==> config.mk <==
export PLATFORM = sky130hd
export DESIGN_NAME = window_motor_controller
export DESIGN_NICKNAME = d
export VERILOG_FILES = /design/src/rtl/window_motor_controller.sv
export SDC_FILE = /design/constraint.sdc
export NUM_CORES = 1
export LEC_CHECK = 0
export BUFFER_PORTS_ARGS = -buffer_cell sky130_fd_sc_hd__buf_2
export CAP_MARGIN = 15
export CORE_UTILIZATION = 35
export DETAILED_ROUTE_END_ITERATION = 10
export GPL_TIMING_DRIVEN = 0
export PLACE_DENSITY_LB_ADDON = 0.08
export SLEW_MARGIN = 40
export SYNTH_ARGS = -nofsm -noshare
export SYNTH_HDL_FRONTEND = slang
export SYNTH_SLANG_ARGS = --single-unit
==> constraint.sdc <==
create_clock -name clock -period 1.8 [get_ports clock]
set_input_delay 0.27 -clock clock [delete_from_list [all_inputs] [get_ports clock]]
set_output_delay 0.27 -clock clock [all_outputs]
set_load 0.005 [all_outputs]
==> src/rtl/window_motor_controller.sv <==
// Window motor controller: timed open/close travel with position tracking,
// stop-mid-travel on a repeat press, and auto-reverse on obstruction while closing.
module window_motor_controller #(
  parameter int unsigned POS_W        = 4,
  parameter int unsigned TRAVEL_TICKS = 8
) (
  input  logic             clock,
  input  logic             reset_n,
  input  logic             press,
  input  logic             obstruct,
  output logic             open_cw,
  output logic             close_ccw,
  output logic [POS_W-1:0] position,
  output logic [2:0]       state,
  output logic             fault
);

  localparam logic [2:0] CLOSED  = 3'd0;
  localparam logic [2:0] OPENING = 3'd1;
  localparam logic [2:0] OPEN    = 3'd2;
  localparam logic [2:0] CLOSING = 3'd3;
  localparam logic [2:0] STOPPED = 3'd4;

  localparam logic [POS_W-1:0] POS_TOP  = POS_W'(TRAVEL_TICKS);
  localparam logic [POS_W-1:0] POS_LAST = POS_W'(TRAVEL_TICKS - 1);
  localparam logic [POS_W-1:0] POS_ONE  = POS_W'(1);

  logic             press_q;
  logic             last_open;   // last travel direction: 1 = open, 0 = close
  logic             press_edge;
  logic [2:0]       state_n;
  logic [POS_W-1:0] position_n;
  logic             fault_n;
  logic             last_open_n;

  assign press_edge = press & ~press_q;

  // Next-state, position, direction memory and fault flag
  always_comb begin
    state_n     = state;
    position_n  = position;
    fault_n     = fault;
    last_open_n = last_open;
    case (state)
      CLOSED: begin
        if (press_edge) begin
          state_n     = OPENING;
          last_open_n = 1'b1;
        end
      end
      OPENING: begin
        if (press_edge) begin
          state_n = STOPPED;
        end else begin
          // A reversal in the very first closing cycle re-enters OPENING at the
          // top position; hold there rather than step past full travel.
          if (position < POS_TOP) position_n = position + POS_ONE;
          if (position >= POS_LAST) state_n = OPEN;
        end
      end
      OPEN: begin
        if (press_edge) begin
          state_n     = CLOSING;
          last_open_n = 1'b0;
        end
      end
      CLOSING: begin
        if (obstruct) begin
          state_n     = OPENING;
          fault_n     = 1'b1;
          last_open_n = 1'b1;
        end else if (press_edge) begin
          state_n = STOPPED;
        end else begin
          if (position != '0) position_n = position - POS_ONE;
          if (position <= POS_ONE) state_n = CLOSED;
        end
      end
      STOPPED: begin
        if (press_edge) begin
          if (last_open) begin
            state_n     = CLOSING;
            last_open_n = 1'b0;
          end else begin
            state_n     = OPENING;
            last_open_n = 1'b1;
          end
        end
      end
      default: state_n = CLOSED;
    endcase
    if (state_n == CLOSED && state != CLOSED) fault_n = 1'b0;
  end

  // State, position and registered Moore drive outputs
  always_ff @(posedge clock or negedge reset_n) begin
    if (!reset_n) begin
      state     <= CLOSED;
      position  <= '0;
      fault     <= 1'b0;
      press_q   <= 1'b0;
      last_open <= 1'b0;
      open_cw   <= 1'b0;
      close_ccw <= 1'b0;
    end else begin
      state     <= state_n;
      position  <= position_n;
      fault     <= fault_n;
      press_q   <= press;
      last_open <= last_open_n;
      open_cw   <= (state_n == OPENING);
      close_ccw <= (state_n == CLOSING);
    end
  end

endmodule

==> parameters.txt <==
Parameter                              Value

Run status
  Status ... completed

Power and ir drop
  Psw ... 0.6298 mW
  Worst-case vdd ir drop ... 0.7758 mV
  Power per standard cell area ... 1574 nW/um2
  Clock network power share ... 0.148
  Part of the total power dissipated in sequential elements ... 0.325
  Combinational fraction of design power ... 0.527
  Design internal power ... 0.8784 mW
  Sw Ratio ... 0.4176
  Leakage power summed over all cells ... 0.4801 nW

Worst hold path
  Min-delay worst type ... in2reg

Setup path
  Kind of start point of the critical path ... flip-flop
  Worst path max stage delay ... 0.45 ns
  Critical Path RT ... 1.96 ns
  Bufs and invs on worst path ... 1
  Slowest-stage cell, CP ... sky130_fd_sc_hd__dfrtp_2
  Setup slack of the most critical reg-to-reg path ... 0.09 ns
  Maximum fanout count along the critical path ... 6
  Category of the worst setup path capture point ... flip-flop
  Critical Path, Cell by Cell ... inv_1 > ha_1 > or3b_1 > a31oi_4 > nor2_1 > xnor2_1
  Arrival time of data at the critical path endpoint ... 1.87 ns
  Category of the critical setup timing path ... reg2reg
  Kind of cell adding the most delay to the critical path ... simple AND/OR/NAND/NOR gates

GRT
  GR Overflow Total ... 0
  Number of global-route vias before repair ... 624
  Overall Global Routing Usage ... 0.1569
  Antenna violations before repair ... 0
  Wire length of the first global-routing pass ... 2863 um
  Largest net degree at the start of global routing ... 13

Finish
  Most used cells in the layout excluding fill and tap cells ... sky130_fd_sc_hd__buf_2 (13), sky130_fd_sc_hd__dfrtp_1 (11)
  Area taken by multi-input logic gates ... 441.7 um2
  Most common library cell in the layout ignoring fill and taps ... sky130_fd_sc_hd__buf_2
  Total number of nets in the final design ... 107
  Area growth from synthesis to layout ... 18.21%
  Filler cell count ... 230
  Ratio of cells with drive above 1 in the final layout ... 0.3061
  Ant. Diodes ... 0
  Area used by sequential logic in the layout ... 301.5 um2
  Final cell count without fillers ... 126

Logic synthesis
  Share of synthesized cell area in full adder, half adder and majority cells ... 0.06173
  Compound-Gate Fraction of Synth Area ... 0.2052
  Share of cell area taken by muxes after synthesis ... 0.02469
  Fraction of synthesized cell area taken by the top area cell type ... 0.3704
  Post-synthesis cell count ... 80
  Post-synthesis area per instance ... 10.13 um2
  Mapped cell area ... 810.8 um2
  Main combinational cell family by area after synthesis ... compound AO/OA/AOI/OAI gates
  Post-synthesis net count ... 88
  Distinct cells, synth ... 33
  Syn. warnings ... 0
  Fraction of the mapped netlist area in simple logic gates ... 0.1991
  Ranking of synthesized cells by area ... sky130_fd_sc_hd__dfrtp_1 (37%), sky130_fd_sc_hd__ha_1 (6.2%), sky130_fd_sc_hd__clkbuf_8 (3.4%), sky130_fd_sc_hd__xor2_1 (3.2%), sky130_fd_sc_hd__a21oi_1 (3.1%)
  Number of synthesized register bits ... 12
  Share of synthesized area occupied by flip-flops and latches ... 0.3704
  Leading area contributor after synthesis ... sky130_fd_sc_hd__dfrtp_1
  Share of the synthesized netlist area taken by xor and xnor gates ... 0.05401

Die
  Area of the placeable core ... 2191 um2
  Die Area ... 2513 um2
  Number of top-level pins ... 14
  Die Height ... 50.13 um
  Floorplan row count ... 17
  Die extent in x ... 50.13 um
  Initial core utilization ... 0.3701

Clock tree
  Number of CTS-inserted buffers ... 3
  Worst-path clk slew ... 0.08 ns
  CTS H-Tree Depth ... 1
  Number of buffers on the longest clock path ... 2
  Clock Tree Root ... sky130_fd_sc_hd__clkbuf_4
  CTS tree ... done
  Post-CTS setup repair buffer count ... 0
  Source-to-sink clock delay at the later pin of the worst-skew pair ... 0.28 ns
  Sink Count ... 12

Timing
  Hold Vio Cnt, Final ... 0
  Period utilisation layout ... 0.9481
  Unrepaired setup endpoints after global routing ... no
  Relative slew slack ... 0.7373
  Fmax achieved ... 586.0 MHz
  Final hold slack ... 0.1242 ns
  Fin Clk Skew ... 0.002467 ns
  Slew at the pin with the worst max-slew slack ... 0.3907 ns
  Final setup vio count ... 0
  Setup TNS Final ... 0 ns
  Number of max-slew violations in the final report ... 0
  Final critical path time including I/O delays and setup ... 1.707 ns

Route
  Post-DRT Antenna Nets ... 0
  Vias/cell ... 5.024
  Residual DRC ... 0
  DRC marker count from the first detailed-route iteration ... 6
  Routed wirelength normalized by instance count ... 13.06 um
  First-pass detailed-route iteration total ... 4
  Wire length after detailed routing ... 1645 um
  DR vias ... 633

Placement
  Weighted congestion reported at the end of routability-driven placement ... 0.7473
  Count of input and output buffers ... 13
  # placed instances ... 121
  HPWL after detailed placement ... 1241 um

Job
  Number of violations of the max-capacitance limit ... 0
==> sequential cells by signal (all words and copies together) (netlist names) <==
signal     count
position       4
state          3
fault          1
press_q        1
open_cw        1
close_ccw      1
last_open      1
==> final timing paths <==
| check | from | to | cells after the start |
|---|---|---|---|
| worst max-delay path | position[0]$_DFFE_PN0P_ | position[0]$_DFFE_PN0P_ | 6 |
| worst min-delay path | press | press_q$_DFF_PN0_ | 1 |
| worst max register to register | position[0]$_DFFE_PN0P_ | position[0]$_DFFE_PN0P_ | 6 |
| worst min register to register | last_open$_DFFE_PN0P_ | last_open$_DFFE_PN0P_ | 2 |
| max in group asynchronous | reset_n | position[0]$_DFFE_PN0P_ | 2 |
| min in group asynchronous | reset_n | state[2]$_DFF_PN0_ | 2 |
==> through the flow <==
| step | instance area [um2] | setup WS (ns) | util | power, mW |
|---|---|---|---|---|
| after global placement | 910.9 | 0.09954 | 0.4158 | 1.279 |
| final | 958.4 | 0.09349 | 0.4375 | 1.508 |
| after CTS | 957.2 | 0.06393 | 0.4369 | 1.522 |
| after floorplan | 810.8 | 0.1920 | - | 1.061 |
| after global routing | 958.4 | 0.01472 | 0.4375 | 1.649 |
| after detailed placement | 910.9 | 0.07823 | 0.4158 | 1.287 |
==> cells in the mapped netlist <==
library cell	n
sky130_fd_sc_hd__clkbuf_8	2
sky130_fd_sc_hd__nor3_1	3
sky130_fd_sc_hd__o211ai_1	1
sky130_fd_sc_hd__o31ai_1	1
sky130_fd_sc_hd__nor3b_1	2
sky130_fd_sc_hd__mux2i_1	2
sky130_fd_sc_hd__nor2b_1	2
sky130_fd_sc_hd__a211oi_2	1
sky130_fd_sc_hd__nand3_1	1
sky130_fd_sc_hd__dfrtp_1	12
sky130_fd_sc_hd__a31oi_4	1
sky130_fd_sc_hd__inv_1	5
sky130_fd_sc_hd__o211a_1	2
sky130_fd_sc_hd__xnor2_1	2
sky130_fd_sc_hd__or2_2	1
sky130_fd_sc_hd__or3b_1	2
sky130_fd_sc_hd__a21o_1	1
sky130_fd_sc_hd__a21oi_1	5
sky130_fd_sc_hd__nand3b_4	1
sky130_fd_sc_hd__ha_1	4
sky130_fd_sc_hd__a31oi_1	1
sky130_fd_sc_hd__nand2_1	5
sky130_fd_sc_hd__o21ai_0	5
sky130_fd_sc_hd__buf_6	2
sky130_fd_sc_hd__a211o_2	1
sky130_fd_sc_hd__o22ai_1	1
sky130_fd_sc_hd__xor2_1	3
sky130_fd_sc_hd__or2b_2	1
sky130_fd_sc_hd__o311ai_0	2
sky130_fd_sc_hd__nand4_1	1
sky130_fd_sc_hd__nor2_1	5
sky130_fd_sc_hd__and2_1	1
sky130_fd_sc_hd__or4_4	1
==> repair_timing <==
action / 4_1_cts / 5_1_grt
hold buffers: 1 / 0
endpoints found under the setup margin: 0 / 7
endpoints found under the hold margin: 12 / 0
gates resized for setup: 0 / 2
==> logic make-up (layout without fill, tap and decap cells) <==
family	Yosys count	after routing
compound gates	22	22
xor+xnor	5	5
fa+ha+maj	4	4
buf+inv	9	27
flops	12	12
mux	2	2
simple gates	26	26
==> area by class of cell <==
class / instances / area share
plain buffers: 4 / 0.05222
clock buffers: 4 / 0.03786
inverters: 5 / 0.01958
multi-input cells: 59 / 0.4608
flip-flops and latches: 12 / 0.3146
well taps: 28 / 0.03655
repair buffers: 14 / 0.07833
==> per-layer routing <==
metal | global-route usage | vias to the layer above | wire (um) | share of wire
met5 | 0 | - | 0 | 0
met4 | 0.08571 | 0 | 0 | 0
met3 | 0.03636 | 0 | 45 | 0.027
met2 | 0.2511 | 8 | 797 | 0.48
met1 | 0.1925 | 305 | 802 | 0.49
li1 | - | 320 | - | -
==> power groups by stage <==
stage / clock [mW] / sequential [mW] / combinational (mW)
after floorplan: 0 / 0.481 / 0.580
after global placement: 0 / 0.487 / 0.792
after detailed placement: 0 / 0.493 / 0.793
after CTS: 0.234 / 0.487 / 0.801
after global routing: 0.250 / 0.505 / 0.894
final: 0.224 / 0.490 / 0.795
Note: power is estimated with default switching activity, not from simulation.
